File: src/rtl/fetch_unit.sv
// fetch_unit: instruction fetch stage owning R15, one outstanding request, prefetch FIFO flushed on branch
module fetch_unit #(
    parameter int          QDEPTH   = 2,
    parameter logic [31:0] RESET_PC = 32'h0
) (
    input  logic        clk_i,
    input  logic        rst_n_i,
    input  logic [31:0] pc_in_i,
    output logic        pc_we_o,
    output logic [31:0] pc_wdata_o,
    output logic        mem_req_o,
    output logic [31:0] mem_addr_o,
    input  logic        mem_ack_i,
    input  logic [31:0] mem_rdata_i,
    input  logic        branch_en_i,
    output logic        instr_valid_o,
    output logic [31:0] instr_o,
    output logic [31:0] instr_pc_o,
    input  logic        instr_ready_i
);
    localparam int AW = $clog2(QDEPTH);
    localparam int CW = AW + 1;
    localparam logic [CW-1:0] FULL = CW'(QDEPTH);
    localparam logic [1:0] S_BOOT = 2'd0;
    localparam logic [1:0] S_IDLE = 2'd1;
    localparam logic [1:0] S_WAIT = 2'd2;
    localparam logic [1:0] S_DROP = 2'd3;

    logic [1:0]    state_q, state_d;
    logic          mem_req_q, mem_req_d;
    logic [31:0]   mem_addr_q, mem_addr_d;
    logic [CW-1:0] count_q, count_d;
    logic [AW-1:0] rd_q, wr_q;
    logic [31:0]   data_q [QDEPTH];
    logic [31:0]   addr_q [QDEPTH];
    logic          issue, push, pop;

    assign issue = (state_q == S_IDLE) && !branch_en_i && (count_q < FULL);
    assign push  = (state_q == S_WAIT) && mem_ack_i && !branch_en_i;
    assign pop   = instr_ready_i && (count_q != '0);

    assign pc_we_o       = rst_n_i && !branch_en_i && ((state_q == S_BOOT) || push);
    assign pc_wdata_o    = (state_q == S_BOOT) ? RESET_PC : mem_addr_q + 32'd4;
    assign mem_req_o     = mem_req_q;
    assign mem_addr_o    = mem_addr_q;
    assign instr_valid_o = rst_n_i && (count_q != '0);
    assign instr_o       = data_q[rd_q];
    assign instr_pc_o    = addr_q[rd_q];

    // Fetch sequencing: a request, once raised, is held until acknowledged even across a branch
    always_comb begin
        state_d    = state_q;
        mem_req_d  = mem_req_q;
        mem_addr_d = mem_addr_q;
        count_d    = branch_en_i ? '0 : count_q + CW'(push) - CW'(pop);
        case (state_q)
            S_BOOT: state_d = S_IDLE;
            S_IDLE: begin
                state_d    = issue ? S_WAIT : S_IDLE;
                mem_req_d  = issue;
                mem_addr_d = issue ? pc_in_i : mem_addr_q;
            end
            S_WAIT: begin
                state_d   = mem_ack_i ? S_IDLE : (branch_en_i ? S_DROP : S_WAIT);
                mem_req_d = !mem_ack_i;
            end
            default: begin
                state_d   = mem_ack_i ? S_IDLE : S_DROP;
                mem_req_d = !mem_ack_i;
            end
        endcase
    end

    // Control state and FIFO pointers; a branch empties the queue and beats any push or pop
    always_ff @(posedge clk_i) begin
        if (!rst_n_i) begin
            state_q    <= S_BOOT;
            mem_req_q  <= 1'b0;
            mem_addr_q <= '0;
            count_q    <= '0;
            rd_q       <= '0;
            wr_q       <= '0;
        end else begin
            state_q    <= state_d;
            mem_req_q  <= mem_req_d;
            mem_addr_q <= mem_addr_d;
            count_q    <= count_d;
            rd_q       <= branch_en_i ? '0 : (pop ? rd_q + AW'(1) : rd_q);
            wr_q       <= branch_en_i ? '0 : (push ? wr_q + AW'(1) : wr_q);
        end
    end

    // FIFO storage needs no reset; the count decides what is visible
    always_ff @(posedge clk_i) begin
        if (rst_n_i && push) begin
            data_q[wr_q] <= mem_rdata_i;
            addr_q[wr_q] <= mem_addr_q;
        end
    end
endmodule

File: config.mk
export PLATFORM = sky130hd
export DESIGN_NAME = fetch_unit
export DESIGN_NICKNAME = d
export VERILOG_FILES = /design/src/rtl/fetch_unit.sv
export SDC_FILE = /design/constraint.sdc
export NUM_CORES = 1
export LEC_CHECK = 0
export ABC_CLOCK_PERIOD_IN_PS = 9100
export CAP_MARGIN = 10
export CORE_ASPECT_RATIO = 0.75
export CORE_UTILIZATION = 53
export CTS_BUF_LIST = sky130_fd_sc_hd__clkbuf_2
export CTS_CLUSTER_SIZE = 24
export DETAILED_ROUTE_END_ITERATION = 10
export PLACE_DENSITY = 0.88
export SLEW_MARGIN = 20
export SYNTH_ARGS = -nofsm -noshare
export SYNTH_HDL_FRONTEND = slang
export SYNTH_SLANG_ARGS = --single-unit
File: constraint.sdc
create_clock -name clk_i -period 9.1 [get_ports clk_i]
set_input_delay 1.82 -clock clk_i [delete_from_list [all_inputs] [get_ports clk_i]]
set_output_delay 1.82 -clock clk_i [all_outputs]
set_load 0.01 [all_outputs]
==> results of run 1 <==
-- critical path: stages, from the launching register on --
cell             delay [ns]
dfxtp_1                0.58
ha_1                   0.30
nand4_2                0.17
or4_4                  0.65
or4_1                  0.53
a21oi_1                0.18
clkdlybuf4s50_1        0.57
-- through the flow --
step                      instance area [µm²]  std cells  setup slack, ns  util (%)  total power (µW)
after floorplan                          6929        508            3.515         -             899.8
after global placement                   9065        853            3.135     72.38             966.6
after detailed placement                 9070        853            3.099     72.42             972.6
after CTS                                9291        885            3.068     74.19              1325
after global routing                     9286        885            3.338     74.15              1367
final                                    9286        885            3.619     74.15              1319
-- worst paths after layout --
path | end
min | addr_q[0][1]
max reg2reg | addr_q[0][25]
min reg2reg | addr_q[0][1]
max | pc_wdata_o[28]
-- metal layers --
layer	track usage (%)	routed length [µm]	up-vias
li1	-	-	2270
met1	32.30	6872	2366
met2	41.21	8116	233
met3	6.234	1332	37
met4	9.421	338	0
met5	0	0	-
-- area by class of cell --
cell class / count / area, µm²
Sequential cell: 168 / 4646
Fill cell: 794 / 3238
Multi-Input combinational cell: 307 / 2153
Timing Repair Buffer: 205 / 2032
Tap cell: 166 / 207.7
Clock inverter: 14 / 131.4
Clock buffer: 18 / 90.09
Inverter: 7 / 26.28
-- state kept, by name (all words and copies together), names as in the netlist, named ones only --
register / count
addr_q: 64
count_q: 2
data_q: 64
mem_addr_o: 32
mem_req_o: 1
rd_q: 1
state_q: 2
wr_q: 1
-- where the power goes --
| part | switching [µW] | internal [µW] |
|---|---|---|
| clock network | 277 | 85.0 |
| logic | 44.4 | 61.2 |
| registers | 19.1 | 832 |
| total | 341 | 979 |
-- logic make-up (layout without fill, tap and decap cells) --
kind of cell    Yosys count  count (layout)  share of synthesized area, %
xor+xnor                 15              15                         1.896
compound gates           73              73                         6.934
simple gates            150             150                         10.69
flops                   168             168                         67.03
fa+ha+maj                 3               3                        0.5418
mux                      66              66                         10.69
buf+inv                  33             244                         2.221
-- placed cells by master, fill, tap and decap left out, types with 3 or more instances in the layout --
master,Yosys,layout
clkdlybuf4s50_1,0,198
edfxtp_1,128,128
nand2_1,74,74
mux2_2,64,64
dfxtp_1,40,39
a21boi_0,32,32
nor2_1,22,20
clkbuf_2,0,18
a21oi_1,17,17
o21ai_0,11,11
xnor2_1,10,10
or3_1,8,8
inv_1,7,7
nand3_1,7,7
nand4_1,6,6
o31ai_1,6,6
or4_1,6,6
buf_4,1,6
o21a_1,5,5
xor2_1,5,5
nor4_1,4,4
nor3_1,4,4
nor2b_1,4,4
inv_6,0,4
ha_1,3,3
clkinv_4,0,3
inv_8,0,3
==> impl_metrics.env, run 1 <==
export IMPL_status="finished, final reports clean"
export IMPL_relSlewSlack_pct=41.55
export IMPL_synth_ff_type="edfxtp_1"
export IMPL_ys_seq_area_share_pct=67.03
export IMPL_crit_fanout=14
export IMPL_setup_tns_ns=0
export IMPL_async_flop_share_pct=0
export IMPL_antenna_found_initial=0
export IMPL_crit_path_start_kind="flip-flop"
export IMPL_worst_hold_slack_ns=0.5340
export IMPL_synth_nets=580
export IMPL_drc=0
export IMPL_fin_worst_skew_ns=0.03398
export IMPL_rows=35
export IMPL_wirelength_um=16660
export IMPL_max_cap_violations=0
export IMPL_viasPerCell=5.544
export IMPL_diodes=0
export IMPL_yosysTopAreaCellShare_pct=55.47
export IMPL_worst_pin_slew_ns=0.8767
export IMPL_clk_latency_ns=0.70
export IMPL_drive_gt1_share_pct=16.27
export IMPL_drtPass1Iterations=5
export IMPL_grt_pass1_vias=4789
export IMPL_die_width_um=134.0
export IMPL_period_minus_slack_ns=5.481
export IMPL_required_ns=7.28
export IMPL_yosys_warnings=0
export IMPL_cts_tree="done"
export IMPL_ff2ff_setup_slack_ns=6.03
export IMPL_regToRegStartpoint="state_q[1]"
export IMPL_dp_hpwl_um=11360
export IMPL_peakVddDrop_uv=111.0
export IMPL_synth_area_per_cell_um2=13.64
export IMPL_vias=4906
export IMPL_dieArea_um2=13540
export IMPL_ys_top_cells_by_area="edfxtp_1 (55%), dfxtp_1 (12%), mux2_2 (10%), nand2_1 (4.0%), a21boi_0 (3.5%)"
export IMPL_worstHoldStart="mem_addr_o[1]"
export IMPL_synth_top_area_cell="edfxtp_1"
export IMPL_yosys_cell_types_count=40
export IMPL_reg2reg_depth=4
export IMPL_worstPathArrival_ns=3.66
export IMPL_io_buffers=199
export IMPL_cts_hold_fix_buffers=0
export IMPL_ctsRootBufferMaster="clkbuf_2"
export IMPL_power_leakage_uw=0.003094
export IMPL_gr_usage_all_layers_pct=25.03
export IMPL_numCtsBuffers=17
export IMPL_critPathKind="reg2out"
export IMPL_cp_end_kind="output pin"
export IMPL_grt_overflow=0
export IMPL_max_freq_mhz=182.4
export IMPL_cp_startpoint="mem_addr_o[2]"
export IMPL_synth_common_cells="edfxtp_1 (128), nand2_1 (74), mux2_2 (64)"
export IMPL_grt_first_pass_wirelength_um=25300
export IMPL_fin_crit_sh_pct=60.24
export IMPL_syn_to_final_growth_pct=34.02
export IMPL_htreeDepth=4
export IMPL_clockBufferDepth=2
export IMPL_boundaryPins=200
export IMPL_synthesis_area_um2=6929
export IMPL_cts_sinks=168
export IMPL_nets=778
export IMPL_ys_ff_latch=168
export IMPL_pwr_density_cell_nw_per_um2=142.1
export IMPL_postCtsSetupBuffers=0
export IMPL_path_clk_slew_ns=0.25
export IMPL_initial_utilization_pct=55.32
export IMPL_die_y_um=101.0
export IMPL_hold_path_depth=0
export IMPL_syn_inst=508
export IMPL_drt_initial_drc_count=394
export IMPL_finalHoldViolCount=0
export IMPL_synth_most_common_cell="edfxtp_1"
export IMPL_setup_viol=0
export IMPL_gp_congestion=0.8893
export IMPL_core_um2=12520
export IMPL_synth_edf_count=128
export IMPL_grt_max_degree=65
export IMPL_ant_nets=0
export IMPL_wire_per_inst_um=18.82
export IMPL_hold_path_class="reg2reg"
export IMPL_cts_resized=0
export IMPL_rsz0062_at_grt="false"
export IMPL_slew_viol_final=0
Power figures use the tool's default switching activity.
==> inputs of run 2 (changes only) <==
ABC_CLOCK_PERIOD_IN_PS = 5300   (was 9100)
CORE_UTILIZATION = 49   (was 53)
PLACE_DENSITY = 0.82   (was 0.88)
clock period = 5.3 ns   (was 9.1 ns; I/O delays follow)
==> run 2 against run 1 <==
Register-to-register slack worse by 3.5 ns. Flip-flop and latch count unchanged. Worst hold slack worse by 0.0061 ns. Non-clock buffer count up 3. Largest power group unchanged.
==> impl_metrics.env, run 2 (synthesis results as in run 1) <==
export IMPL_rows=37
export IMPL_die_width_um=139.3
export IMPL_grt_first_pass_wirelength_um=24740
export IMPL_ant_nets=0
export IMPL_drtPass1Iterations=5
export IMPL_hold_path_depth=0
export IMPL_instances_no_fill=897
export IMPL_fillerInstances=990
export IMPL_cts_hold_fix_buffers=0
export IMPL_crit_buf_inv=1
export IMPL_critPathMaxStageDelay_ns=0.65
export IMPL_hold_path_class="reg2reg"
export IMPL_numCtsBuffers=17
export IMPL_slew_viol_final=0
export IMPL_period_minus_slack_ns=4.717
export IMPL_multiInputGateArea_um2=2148
export IMPL_worst_pin_slew_ns=0.8961
export IMPL_regToRegStartpoint="state_q[1]"
export IMPL_power_leakage_uw=0.003113
export IMPL_finish_instance_area_um2=9351
export IMPL_ctsRootBufferMaster="clkbuf_2"
export IMPL_fin_worst_skew_ns=0.02875
export IMPL_worstPathArrival_ns=3.66
export IMPL_final_cell_mix="clkdlybuf4s50_1 (199), edfxtp_1 (128), nand2_1 (74)"
export IMPL_pwr_density_cell_nw_per_um2=246.6
export IMPL_setup_tns_ns=0
export IMPL_cp_startpoint="mem_addr_o[3]"
export IMPL_rsz0062_at_grt="false"
export IMPL_worst_hold_slack_ns=0.5279
export IMPL_dieArea_um2=14630
export IMPL_drc=0
export IMPL_setup_worst_path_end="pc_wdata_o[26]"
export IMPL_grt_max_degree=65
export IMPL_drive_gt1_share_pct=16.34
export IMPL_reg2reg_to="data_q[0][6]"
export IMPL_crit_path_start_kind="flip-flop"
export IMPL_vias=4796
export IMPL_wirelength_um=16220
export IMPL_dp_cells=865
export IMPL_fin_crit_sh_pct=89.00
export IMPL_dp_hpwl_um=10950
export IMPL_cts_tree="done"
export IMPL_io_buffers=199
export IMPL_gr_usage_all_layers_pct=22.31
export IMPL_path_depth=6
export IMPL_nets=781
export IMPL_cts_sinks=168
export IMPL_clk_latency_ns=0.71
export IMPL_ff2ff_setup_slack_ns=2.57
export IMPL_regArea_um2=4646
export IMPL_dpl_cell_area_um2=9111
export IMPL_grt_pass1_vias=4758
export IMPL_reg2reg_depth=4
export IMPL_diodes=0
export IMPL_cts_resized=0
export IMPL_path_clk_slew_ns=0.25
export IMPL_relSlewSlack_pct=40.26
export IMPL_crit_family="simple AND/OR/NAND/NOR gates"
export IMPL_initial_utilization_pct=50.40
export IMPL_antenna_found_initial=0
export IMPL_finalHoldViolCount=0
export IMPL_core_um2=13750
export IMPL_crit_fanout=14
export IMPL_postCtsSetupBuffers=0
export IMPL_status="finished, final reports clean"
export IMPL_clockBufferDepth=2
export IMPL_die_y_um=105.0
export IMPL_boundaryPins=200
export IMPL_syn_to_final_growth_pct=34.96
export IMPL_peakVddDrop_uv=154.2
export IMPL_setup_viol=0
export IMPL_gp_congestion=0.8531
export IMPL_critPathKind="reg2out"
export IMPL_max_freq_mhz=212.0
export IMPL_cp_cell_sequence="ha_1 > nand4_2 > or4_4 > or4_1 > a21oi_1 > clkdlybuf4s50_1"
export IMPL_htreeDepth=4
export IMPL_power_uw=2306
export IMPL_max_cap_violations=0
export IMPL_viasPerCell=5.347
export IMPL_drt_initial_drc_count=356
export IMPL_wire_per_inst_um=18.08
export IMPL_cp_end_kind="output pin"
export IMPL_layout_commonest_cell="clkdlybuf4s50_1"
export IMPL_grt_overflow=0
export IMPL_required_ns=4.24
export IMPL_slowest_stage="or4_4"
## run 2: worst min path at each step
stage	startpoint	end
finish	mem_addr_o[1]	addr_q[0][1]
global route	mem_addr_o[1]	addr_q[0][1]
CTS	mem_addr_o[1]	addr_q[1][1]
detailed placement	rd_q	rd_q
global placement	mem_addr_o[31]	mem_addr_o[31]
floorplan	rd_q	flip-flop
## run 2: stage by stage
stage	worst slack [ns]	util, %
floorplan	0.4746	-
global placement	1.455	66.27
detailed placement	1.397	66.27
CTS	0.5296	68.01
global route	0.3043	68.01
finish	0.5831	68.01
## run 2: cell type report
class / instances / area share [%]
sequential: 168 / 49.68
multi-input combinational: 307 / 22.97
tap: 175 / 2.341
clock buffer: 19 / 1.017
inverter: 7 / 0.2810
timing repair buffer: 208 / 22.16
clock inverter: 13 / 1.552
## run 2: metal layers
metal	global-route usage (%)	vias to the layer above	wire length (µm)
li1	-	2289	-
met1	29.25	2295	7190
met2	34.24	195	7423
met3	8.341	17	1393
met4	7.143	0	212
met5	0	-	0
## run 2: report_power, final
group,internal (µW),switching (µW)
clock,224,439
combinational,107,76.1
sequential,1430,31.5
==> inputs of run 3 (changes only) <==
SETUP_SLACK_MARGIN = 0.05   (was default)
==> results of run 3 <==
No change in the layout: final DEF, timing and power equal those of run 2.
==> patch: new RTL, flow settings as in run 2 <==
Take the reset off `mem_addr_q` and load it in a clocked block of its own.
--- a/src/rtl/fetch_unit.sv
+++ b/src/rtl/fetch_unit.sv
@@ -77,5 +77,4 @@
             state_q    <= S_BOOT;
             mem_req_q  <= 1'b0;
-            mem_addr_q <= '0;
             count_q    <= '0;
             rd_q       <= '0;
@@ -84,9 +83,12 @@
             state_q    <= state_d;
             mem_req_q  <= mem_req_d;
-            mem_addr_q <= mem_addr_d;
             count_q    <= count_d;
             rd_q       <= branch_en_i ? '0 : (pop ? rd_q + AW'(1) : rd_q);
             wr_q       <= branch_en_i ? '0 : (push ? wr_q + AW'(1) : wr_q);
         end
+    end
+
+    always_ff @(posedge clk_i) begin
+        mem_addr_q <= mem_addr_d;
     end
 
Formal check against the unedited RTL: differs if rst_n_i is asserted again (counterexample within 4 cycles, from zero or initial values and one cycle with rst_n_i low); with rst_n_i held inactive, the same outputs for 10 cycles.
==> patch against run 2 <==
  * First-iteration DRC count is 47% lower
  * Worst setup slack better by 100 ps
  * Cell area is 1.6% lower
  * Power is 3.5% higher
  * Wire length is 2.5% lower
  * Sequential share of layout area is 4.3 points higher
  * Sequential cell count stayed put
  * Area after synthesis is 2.9% lower
  * Critical endpoint is now pc_wdata_o[30]
==> patch: results (changes against run 2) <==
- Synth unique cells: 39 (-2.5%)
- Placed Cells incl. Taps: 765 (-12%)
- Endpoint of the worst register-to-register path: data_q[0][31]
- Syn avg cell area: 16.6 sq um (+22%)
- Antenna violations before repair: 0 (unchanged)
- Dominant cells by area after synthesis: edfxtp_1, mux2_2, dfxtp_1, xnor2_1, nor2_1
- Sw Share: 22.6% (-1.1 points)
- Routed WL: 15,800 um (-2.5%)
- Share of cells above drive strength 1: 17.7% (+1.4 points)
- CTS Buffer Depth: 2 (unchanged)
- Worst vdd ir: 0.299 mV (+94%)
- Resize count post-CTS: 0 (unchanged)
- Post-DP HPWL: 10,800 um (-1.7%)
- Leak Pwr: 2.99 nW (-3.9%)
- Synth warn: 0 (unchanged)
- Grt ovf: 0 (unchanged)
- Clock transition at the registers of the reported paths: 220 ps (-30 ps)
- Main synth FF type: edfxtp_1
- Min-delay worst type: flip-flop to flip-flop
- Violation count after the first detailed-route iteration: 190 (-47%)
- Crit path largest cell delay: 560 ps (-90 ps)
- Post-place setup slack: 1500 ps (+98.5 ps)
- First-pass GRT wire length: 23,300 um (-5.8%)
- Final #Nets: 685 (-12%)
- DRT Pass-1 Iters: 5 (unchanged)
- Routed vias: 4,302 (-10%)
- Worst reg2reg setup slack: 2660 ps (+90 ps)
- Sequential-to-total area share from yosys stat: 73.8% (+6.8 points)
- Largest net degree at the start of global routing: 41 (-37%)
- IO buf count: 199 (unchanged)
- CP max FO: 12 (-2)
- Worst-case clock skew: 24.7 ps (-4.06 ps)
- Rel. slew slack: 44.4% (+4.2 points)
- Outcome: completed
- Drt wl/cell: 19.8 um (+9.8%)
- Clk Latency, worst-skew pair: 720 ps
- Crit path DAT: 3550 ps (-110 ps)
- EDFF count, synth: 160 (+25%)
- Top cells by count, synth: edfxtp_1, mux2_2, nor2_1
- Critical path's slowest cell: clkdlybuf4s50_1
- Post-Syn Nets: 476 (-18%)
- GRT Resource Usage Total: 22.9% (+0.58 points)
- Reg2reg path depth: 4 (unchanged)
- Hold depth: 2 (+2)
- Final GP Congestion: 0.800 (-6.2%)
- Hold Startpoint: rd_q
[patch: layout make-up]
cell class	instances	area (sq um)
clock buffers	19	95.1
inverters	8	30.0
repair buffers	205	2060
flip-flops and latches	168	4970
well taps	171	214
multi-input cells	213	1680
clock inverters	13	154
fillers	889	4000
[patch: worst reg2reg max path, cell delays in order, from the launching register on]
cell      delay (ps)
dfxtp_1          540
nor4bb_1         620
nand2_1          200
nor2_4           670
buf_12           320
[patch: worst max path at each step]
stage | endpoint | slack, ps | depth (start not counted) | start
global route | pc_wdata_o[26] | 450 | 6 | mem_addr_o[2]
global placement | pc_wdata_o[28] | 1640 | 6 | mem_addr_o[2]
finish | pc_wdata_o[30] | 690 | 6 | mem_addr_o[2]
CTS | pc_wdata_o[30] | 630 | 6 | mem_addr_o[2]
detailed placement | pc_wdata_o[30] | 1500 | 6 | mem_addr_o[2]
floorplan | mem_addr_o[0] | 180 | 1 | branch_en_i
[patch: metrics by stage]
step / hold WS, ps / util (%) / instance area [sq um]
finish: 561 / 69.7 / 9200
global route: 590 / 69.7 / 9200
CTS: 545 / 69.7 / 9200
detailed placement: 512 / 67.8 / 8950
global placement: 493 / 67.8 / 8950
floorplan: 481 / - / 6730
[patch: layer usage]
| layer | up-vias | GRT usage (%) | wire (um) |
|---|---|---|---|
| met1 | 2089 | 28.1 | 6510 |
| met2 | 210 | 38.1 | 7650 |
| li1 | 1987 | - | - |
| met3 | 16 | 7.94 | 1470 |
| met4 | 0 | 7.86 | 184 |
| met5 | - | 0 | 0 |
[patch: power by group through the flow]
stage | clock network, W | registers [W] | logic (W)
2_1_floorplan | 0 | 0.00152 | 0.0000550
3_3_place_gp | 0 | 0.00152 | 0.000191
3_5_place_dp | 0 | 0.00152 | 0.000195
4_1_cts | 0.000716 | 0.00149 | 0.000197
5_1_grt | 0.000772 | 0.00150 | 0.000208
6_report | 0.000699 | 0.00149 | 0.000195
[patch: cell families (layout without fill, tap and decap cells)]
family / count (synthesis) / count (layout) / share of synthesized area, %
muxes: 64 / 64 / 10.7
adders and majority gates: 3 / 3 / 0.558
AOI/OAI and AO/OA: 40 / 40 / 3.53
DFF: 168 / 168 / 73.8
and+or+nand+nor: 91 / 91 / 7.98
xor gates and xnor gates: 15 / 15 / 1.95
buffers and inverters: 23 / 245 / 1.43
